## src/rtl/dec_rr_scheduler_pkg.sv

```systemverilog
// Shared definitions for the round-robin decrement scheduler: default
// sizes and the round-robin search helper.
package dec_rr_scheduler_pkg;

  localparam int W_DEF = 4;
  localparam int N_DEF = 4;

  // Returns the first set index of elig at or after ptr, wrapping modulo n
  // (n a power of 2), or -1 when nothing is set.
  function automatic int rr_first(input logic [31:0] elig, input int ptr, input int n);
    int idx;
    rr_first = -1;
    for (int k = n - 1; k >= 0; k--) begin
      idx = (ptr + k) & (n - 1);
      if (elig[idx[4:0]]) rr_first = idx;
    end
  endfunction

endpackage

```

## src/rtl/dec_borrow_chain.sv

```systemverilog
// Ripple-borrow decrementer: S = X - 1, Bo[i] is the borrow out of bit i.
module dec_borrow_chain #(
  parameter int W = 4
) (
  input  logic [W-1:0] X,
  output logic [W-1:0] S,
  output logic [W-1:0] Bo
);

  logic w_b;

  always_comb begin
    w_b = 1'b1;
    S   = '0;
    Bo  = '0;
    for (int i = 0; i < W; i++) begin
      S[i]  = X[i] ^ w_b;
      Bo[i] = ~X[i] & w_b;
      w_b   = Bo[i];
    end
  end

endmodule

```

## src/rtl/dec_rr_scheduler.sv

```systemverilog
// N channel down-counters sharing one decrementer; a round-robin arbiter
// grants one requesting non-zero channel per cycle.
module dec_rr_scheduler
  import dec_rr_scheduler_pkg::*;
#(
  parameter  int W  = W_DEF,
  parameter  int N  = N_DEF,
  localparam int CW = $clog2(N)
) (
  input  logic          clk,
  input  logic          rst,
  input  logic          load_en,
  input  logic [CW-1:0] load_ch,
  input  logic [W-1:0]  load_val,
  input  logic [N-1:0]  req,
  input  logic [CW-1:0] rd_ch,
  output logic [W-1:0]  rd_val,
  output logic [N-1:0]  grant,
  output logic          dec_valid,
  output logic [W-1:0]  dec_val,
  output logic [N-1:0]  zero,
  output logic [N-1:0]  done
);

  logic [W-1:0]  r_count [N];
  logic [CW-1:0] r_ptr;
  logic [N-1:0]  r_grant;
  logic          r_dec_valid;
  logic [W-1:0]  r_dec_val;
  logic [N-1:0]  r_done;

  logic [N-1:0]  w_zero;
  logic [N-1:0]  w_elig;
  int            w_pick;
  logic          w_any;
  logic [CW-1:0] w_g;
  logic [W-1:0]  w_dec_out;
  logic [W-1:0]  w_unused_bo;

  // A channel being loaded this cycle sits out arbitration: the load wins.
  always_comb begin
    w_zero = '0;
    w_elig = '0;
    for (int i = 0; i < N; i++) begin
      w_zero[i] = (r_count[i] == '0);
      w_elig[i] = req[i] & ~w_zero[i] & ~(load_en && (load_ch == CW'(i)));
    end
    w_pick = rr_first(32'(w_elig), 32'(r_ptr), N);
    w_any  = (w_pick >= 0);
    w_g    = w_pick[CW-1:0];
  end

  // Borrow-out is never consumed: a zero channel cannot be granted.
  dec_borrow_chain #(.W(W)) u_dec (
    .X  (r_count[w_g]),
    .S  (w_dec_out),
    .Bo (w_unused_bo)
  );

  always_ff @(posedge clk or posedge rst) begin
    if (rst) begin
      for (int i = 0; i < N; i++) r_count[i] <= '0;
      r_ptr       <= '0;
      r_grant     <= '0;
      r_dec_valid <= 1'b0;
      r_dec_val   <= '0;
      r_done      <= '0;
    end else begin
      if (w_any) begin
        r_count[w_g] <= w_dec_out;
        r_ptr        <= w_g + CW'(1);
        r_grant      <= N'(1) << w_g;
        r_dec_valid  <= 1'b1;
        r_dec_val    <= w_dec_out;
        r_done       <= (r_count[w_g] == W'(1)) ? (N'(1) << w_g) : '0;
      end else begin
        r_grant     <= '0;
        r_dec_valid <= 1'b0;
        r_done      <= '0;
      end
      if (load_en) r_count[load_ch] <= load_val;
    end
  end

  assign rd_val    = r_count[rd_ch];
  assign zero      = w_zero;
  assign grant     = r_grant;
  assign dec_valid = r_dec_valid;
  assign dec_val   = r_dec_val;
  assign done      = r_done;

endmodule
```

## config.mk

```make
export PLATFORM = sky130hd
export DESIGN_NAME = dec_rr_scheduler
export DESIGN_NICKNAME = d
export VERILOG_FILES = /design/src/rtl/dec_rr_scheduler_pkg.sv /design/src/rtl/dec_borrow_chain.sv /design/src/rtl/dec_rr_scheduler.sv
export SDC_FILE = /design/constraint.sdc
export NUM_CORES = 1
export LEC_CHECK = 0
export CAP_MARGIN = 20
export CORE_ASPECT_RATIO = 1.5
export CORE_UTILIZATION = 45
export DETAILED_ROUTE_END_ITERATION = 16
export PLACE_DENSITY = 0.79
export SYNTH_ARGS = -nofsm -noshare
export SYNTH_HDL_FRONTEND = slang
export SYNTH_SLANG_ARGS = --single-unit
```

## constraint.sdc

```tcl
create_clock -name clk -period 6.29 [get_ports clk]
set_clock_uncertainty 0.15 [all_clocks]
set_input_delay 1.258 -clock clk [delete_from_list [all_inputs] [get_ports clk]]
set_output_delay 1.258 -clock clk [all_outputs]
set_load 0.05 [all_outputs]
```

-- Word-level counts from Yosys, hierarchy flattened
Index checks and enable logic that the tools add are counted.
- flip-flop bits (word level): 31
- output and inout port bits: 21
- $add $sub $neg: 4
- magnitude comparators: 10
- equal/unequal tests: 4
- shift-type cells: 1
- multiplexer cells: 30
- bitwise operators: 27
- reduce and logical (&&, ||, !) cells: 11
- operators by type and width (kind ; count):
    32-bit 2-to-1 mux ; 4
    4-bit 2-to-1 mux ; 9
    16-bit bitwise mux ; 2
    32-bit by 1-bit >= comparator with 1-bit output (second input constant) ; 1
    16-bit 2-to-1 mux ; 2
    2-bit by 6-bit less-than comparator with 1-bit output (second input constant) ; 4
    4-bit binary-select mux with 2-bit select ; 2
    4-bit demux with 2-bit select ; 2
    4-bit logical NOT ; 4
    1-bit inverter ; 11
    1-bit AND ; 10
    3-bit >= comparator (second input constant) ; 3
    2-bit inverter with 3-bit output ; 3
    1-bit binary-select mux with 2-bit select ; 4
    1-bit logical AND ; 6
    3-bit by 1-bit less-than comparator with 1-bit output (second input constant) ; 2
    1-bit 2-to-1 mux ; 5
    2-bit by 1-bit adder with 2-bit output (second input constant) ; 2
    2-bit adder (second input constant) ; 2
    2-bit == test (second input constant) ; 2
    4-bit by 1-bit == test with 1-bit output (second input constant) ; 1
    1-bit by 2-bit left shift with 4-bit output (first input constant) ; 1
    1-bit XOR ; 3
    2-bit by 1-bit == test with 1-bit output (second input constant) ; 1
    2-bit logical NOT ; 1

-- Logic depth before layout (Yosys ltp)
- depth in word-level cells: 22
- mapped depth: 15
- depth with buffers taken out: 14

-- Cells and area by module
A second synthesis with hierarchy kept.
- cells, all modules: 193
- area total of the unflattened synthesis: 1936.9 um2
- by module, submodules not included (module ; times used ; cells an instance ; area each (um2)):
    dec_rr_scheduler ; 1 ; 181 ; 1858.0
    dec_borrow_chain ; 1 ; 12 ; 78.8

-- Worst setup path after synthesis
Ideal clock, no wire load.
- path type: input-to-reg
- start: input load_ch[0]
- end: register r_count[15] (netlist name)
- setup time: 0.096 ns
- arrival time: 3.687 ns
- required time: 6.044 ns
- path slack: 2.358 ns
- cell stages on the path: 13
- cell sequence: or3b_1 -> nand3_4 -> a211oi_4 -> nor3_4 -> inv_4 -> and3_4 -> or2_4 -> ha_1 -> ha_1 -> inv_1 -> a211o_1 -> nand4_1 -> o31ai_1
- word-level cells in the longest chain between the ends: 22
- elaborated cells on any way between the ends: 54
- RTL lines (item ; line ; text):
    from (decl) ; dec_rr_scheduler.sv:13 ; input logic [CW-1:0] load_ch,
    2-bit by 1-bit == test with 1-bit output (tied with other cells) ; dec_rr_scheduler.sv:46 ; w_elig[i] = req[i] & ~w_zero[i] & ~(load_en && (load_ch == CW'(i)));
    1-bit logical AND ; dec_rr_scheduler.sv:46 ;
    1-bit inverter ; dec_rr_scheduler.sv:46 ;
    1-bit AND ; dec_rr_scheduler.sv:46 ;
    1-bit binary-select mux with 2-bit select ; dec_rr_scheduler_pkg.sv:15 ; if (elig[idx[4:0]]) rr_first = idx;
    1-bit 2-to-1 mux (implied by the code) ; dec_rr_scheduler_pkg.sv:15 ;
    32-bit 2-to-1 mux (3 in series) ; dec_rr_scheduler_pkg.sv:15 ;
    32-bit 2-to-1 mux (*) ; dec_rr_scheduler_pkg.sv:15 ;
    [4 not listed] ; - ;
    1-bit inverter (*) ; dec_borrow_chain.sv:18 ; Bo[i] = ~X[i] & w_b;
    named net u_dec.Bo[0] ; dec_borrow_chain.sv:7 ; output logic [W-1:0] Bo
    1-bit AND (*) (2 in series) ; dec_borrow_chain.sv:18 ;
    1-bit XOR (*) ; dec_borrow_chain.sv:17 ; S[i] = X[i] ^ w_b;
    16-bit bitwise mux (*) ; dec_rr_scheduler.sv:70 ; r_count[w_g] <= w_dec_out;
    16-bit 2-to-1 mux (*) ; dec_rr_scheduler.sv:69 ; if (w_any) begin
    16-bit bitwise mux ; dec_rr_scheduler.sv:81 ; if (load_en) r_count[load_ch] <= load_val;
    16-bit 2-to-1 mux (*) ; dec_rr_scheduler.sv:81 ;
    to (signal, indexed assignment) ; dec_rr_scheduler.sv:70 ;
    to (signal, indexed assignment) ; dec_rr_scheduler.sv:81 ;
    to (decl) ; dec_rr_scheduler.sv:25 ; logic [W-1:0] r_count [N];
Mark *: on every way through the listed nets, which the timed path passes. The rest lies on a longest branch. The select of a mux whose other input is x is not followed.
A chain may end at the register's enable or synchronous reset.

-- Worst setup path in the final report
- start: input load_en
- end: register r_count[7] (netlist name)
- word-level cells in the longest chain between the ends: 21
- elaborated cells on any way between the ends: 44
- RTL lines (item ; line ; text):
    from (decl) ; dec_rr_scheduler.sv:12 ; input logic load_en,
    1-bit logical AND ; dec_rr_scheduler.sv:46 ;
    1-bit inverter ; dec_rr_scheduler.sv:46 ;
    1-bit AND ; dec_rr_scheduler.sv:46 ;
    1-bit binary-select mux with 2-bit select ; dec_rr_scheduler_pkg.sv:15 ;
    1-bit 2-to-1 mux (implied by the code) ; dec_rr_scheduler_pkg.sv:15 ;
    32-bit 2-to-1 mux (3 in series) ; dec_rr_scheduler_pkg.sv:15 ;
    32-bit 2-to-1 mux (*) ; dec_rr_scheduler_pkg.sv:15 ;
    2-bit inverter with 3-bit output (implied by the code) (*) ; dec_rr_scheduler.sv:55 ; .X (r_count[w_g]),
    [3 not listed] ; - ;
    1-bit inverter (*) ; dec_borrow_chain.sv:18 ;
    named net u_dec.Bo[0] ; dec_borrow_chain.sv:7 ;
    1-bit AND (*) (2 in series) ; dec_borrow_chain.sv:18 ;
    1-bit XOR (*) ; dec_borrow_chain.sv:17 ;
    16-bit bitwise mux (*) ; dec_rr_scheduler.sv:70 ;
    16-bit 2-to-1 mux (*) ; dec_rr_scheduler.sv:69 ;
    16-bit bitwise mux ; dec_rr_scheduler.sv:81 ;
    16-bit 2-to-1 mux (*) ; dec_rr_scheduler.sv:81 ;
Marked as above.

==> reports/metrics.cfg <==
[run_status]
status = finished clean

[global_route]
grt_antenna_before_repair = 0
track_usage = 0.243
overflow = 0
grt_max_degree = 32
grt_pass1_wl_um = 8110
grt_pass1_vias = 1642

[run]
maxCapViolations = 0

[setup_path]
endpoint_kind = register
r2r-start = r_count[12]
r2r-end = r_count[7]
rr_worst_depth = 13
r2r_setup_slack_ps = 2720
cp.required_ps = 6330
crit_type = in2reg
cp_max_fo = 9
start_kind = input port
crit_arrival_ps = 4630

[synth]
syn_area_per_cell_sq_um = 9.67
ys_ff_latch = 31
synth_flop_cell = dfrtp_1
synth-edff-count = 0
yosys.area.top_type = dfrtp_1
syn-num-nets = 223
async_reset_ff_frac = 1.00
synth_top_cells_by_area = dfrtp_1 (40%), mux4_2 (4.6%), ha_1 (4.5%)
post-synth-top-area-fraction = 0.399
syn_area_sq_um = 1940
ys_seq_area_frac = 0.399
synthCells = 201
synth_cell_types = 48
yosys_warnings = 0

[clock_network]
post_cts_resize_count = 0
cts_buffer_depth = 2
htreeDepth = 2
cts_made_buffers = 5
cts.sinks = 31
cts_hold_buf = 0
cts_tree = done
insertion_delay_ps = 290
clkTransAtPathRegs_ps = 70
ctsRootBufferMaster = clkbuf_8
cts_setup_buffers = 0

[sta]
relSlewSlack = 0.562
final.period_utilization = 0.730
setup_tns_ps = 0
final_max_slew_viol_count = 0
rsz0062_at_grt = false
finalSetupViolCount = 0
tightest_slew_ps = 656
fmax_mhz = 218
final-hold-violation-count = 0
fin_crit_ps = 4590

[placed_design]
gp_congestion = 0.919
port_buffers = 35
place_inst = 278
place_hpwl_um = 3920

[detailed_routing]
drt-total-wl_um = 5190
drtAntennaViolNets = 0
vias = 1729
drt_pass1_iterations = 4
drc = 0
via_per_inst = 6.05
first_iter_violations = 79
wl_per_cell_um = 18.1

[finish]
drive_gt1_frac = 0.133
multi_input_area_sq_um = 1090
regArea_sq_um = 776
n_antenna_cell = 0
fin_cells = 286
nets = 262
area_growth_syn_to_layout_pct = 25.9
n_fill_cell = 360

[floorplan]
ioPinCount = 36
core-area_sq_um = 4030
die_h_um = 82.5
initial_core_util = 0.482
dieArea_sq_um = 4590
placementRows = 28
die_w_um = 55.7

[power]
leakagePower_nw = 1.08
power.density_nw_per_um2 = 639
peakVddDrop_uv = 419

[hold_path]
worstHoldPathType = reg2reg
min_path_cells = 1
holdPathEnd = dec_val[1]
hold_start = dec_val[1]

==> synth_stat cells (2+ instances only) <==
| cell | count |
|---|---|
| a21oi_1 | 8 |
| nor2_1 | 10 |
| o22ai_1 | 4 |
| nand4_1 | 5 |
| nor3_1 | 5 |
| nand3_1 | 16 |
| mux2i_1 | 3 |
| and3_4 | 2 |
| a211o_1 | 2 |
| o21ai_1 | 4 |
| a31oi_1 | 2 |
| and3_1 | 6 |
| and2_1 | 4 |
| mux4_2 | 4 |
| dfrtp_1 | 31 |
| clkbuf_1 | 3 |
| ha_1 | 7 |
| or4_4 | 2 |
| o31ai_1 | 3 |
| o21a_1 | 2 |
| nand3b_1 | 2 |
| inv_1 | 16 |
| o21ai_0 | 16 |
| nand2_1 | 20 |
==> through the flow <==
stage,power [mW],setup WS (ps),utilization,hold slack [ps],instance area [sq um]
after global placement,1.37,1520,0.581,339,2340
after detailed placement,1.39,1440,0.581,350,2340
after global routing,1.66,1450,0.607,384,2450
after floorplan,1.09,2360,-,356,1940
after CTS,1.56,1730,0.607,364,2450
final,1.56,1700,0.607,362,2450
==> power by group <==
part | switching (mW) | internal [mW]
clock | 0.0766 | 0.0994
sequential | 0.113 | 0.294
combinational | 0.614 | 0.368
==> cells in the final DEF, fill, tap and decap left out, types with 2 or more instances in the layout <==
| cell type | count |
|---|---|
| nand3b_1 | 2 |
| clkbuf_8 | 7 |
| o22ai_1 | 4 |
| nand2_1 | 20 |
| a31oi_1 | 2 |
| mux4_2 | 4 |
| nand4_1 | 5 |
| or4_4 | 2 |
| a211o_1 | 2 |
| nand3_1 | 16 |
| nor3_1 | 5 |
| a21oi_1 | 8 |
| and3_4 | 2 |
| and2_1 | 4 |
| o21ai_1 | 4 |
| o21ai_0 | 16 |
| o31ai_1 | 3 |
| clkdlybuf4s50_1 | 35 |
| mux2i_1 | 3 |
| nor2_1 | 10 |
| dfrtp_1 | 31 |
| and3_1 | 6 |
| ha_1 | 7 |
| inv_1 | 16 |
| o21a_1 | 2 |
==> state kept, by name (all words and copies together), names as in the netlist <==
name,count
r_count,16
dec_val,4
done,4
grant,4
r_ptr,2
dec_valid,1
==> critical path, stage by stage <==
cell             delay, ps
clkdlybuf4s50_1        570
or3b_1                 480
nand3_4                180
a211oi_4                90
nor3_4                 390
inv_4                  100
and3_4                 190
or2_4                  260
ha_1                   200
ha_1                   170
inv_1                  100
a211o_1                110
nand4_1                230
o31ai_1                290
==> cell type report <==
class                      count  share of cell area
inverter                      17              0.0271
tap                           45              0.0230
sequential                    31               0.317
timing repair buffer          36               0.146
multi-input combinational    149               0.444
clock inverter                 1             0.00307
clock buffer                   7              0.0394
==> per-layer routing <==
layer	up-vias	share of wire	routed length [um]	GRT usage
met3	20	0.071	367	0.0405
met1	804	0.37	1920	0.267
met4	0	0.051	266	0.193
met2	85	0.51	2630	0.419
met5	-	0	0	0
li1	820	-	-	-
==> worst max path at each step <==
stage          startpoint           to  slack [ps]  depth (start not counted)
6_report          load_en   r_count[7]        1700                         14
5_1_grt        load_ch[1]   r_count[7]        1450                         14
4_1_cts           load_en   r_count[7]        1730                         14
3_5_place_dp      load_en   r_count[7]        1440                         14
3_3_place_gp      load_en   r_count[7]        1520                         14
2_1_floorplan  load_ch[0]  r_count[15]        2360                         13
==> logic make-up after synthesis <==
logic type                 after synthesis  share of synthesized area
and+or+nand+nor                         82                      0.250
AOI/OAI and AO/OA                       51                      0.189
DFF                                     31                      0.399
buffers and inverters                   21                     0.0419
muxes                                    9                     0.0753
adders and majority gates                7                     0.0451
Power figures use the tool's default switching activity.
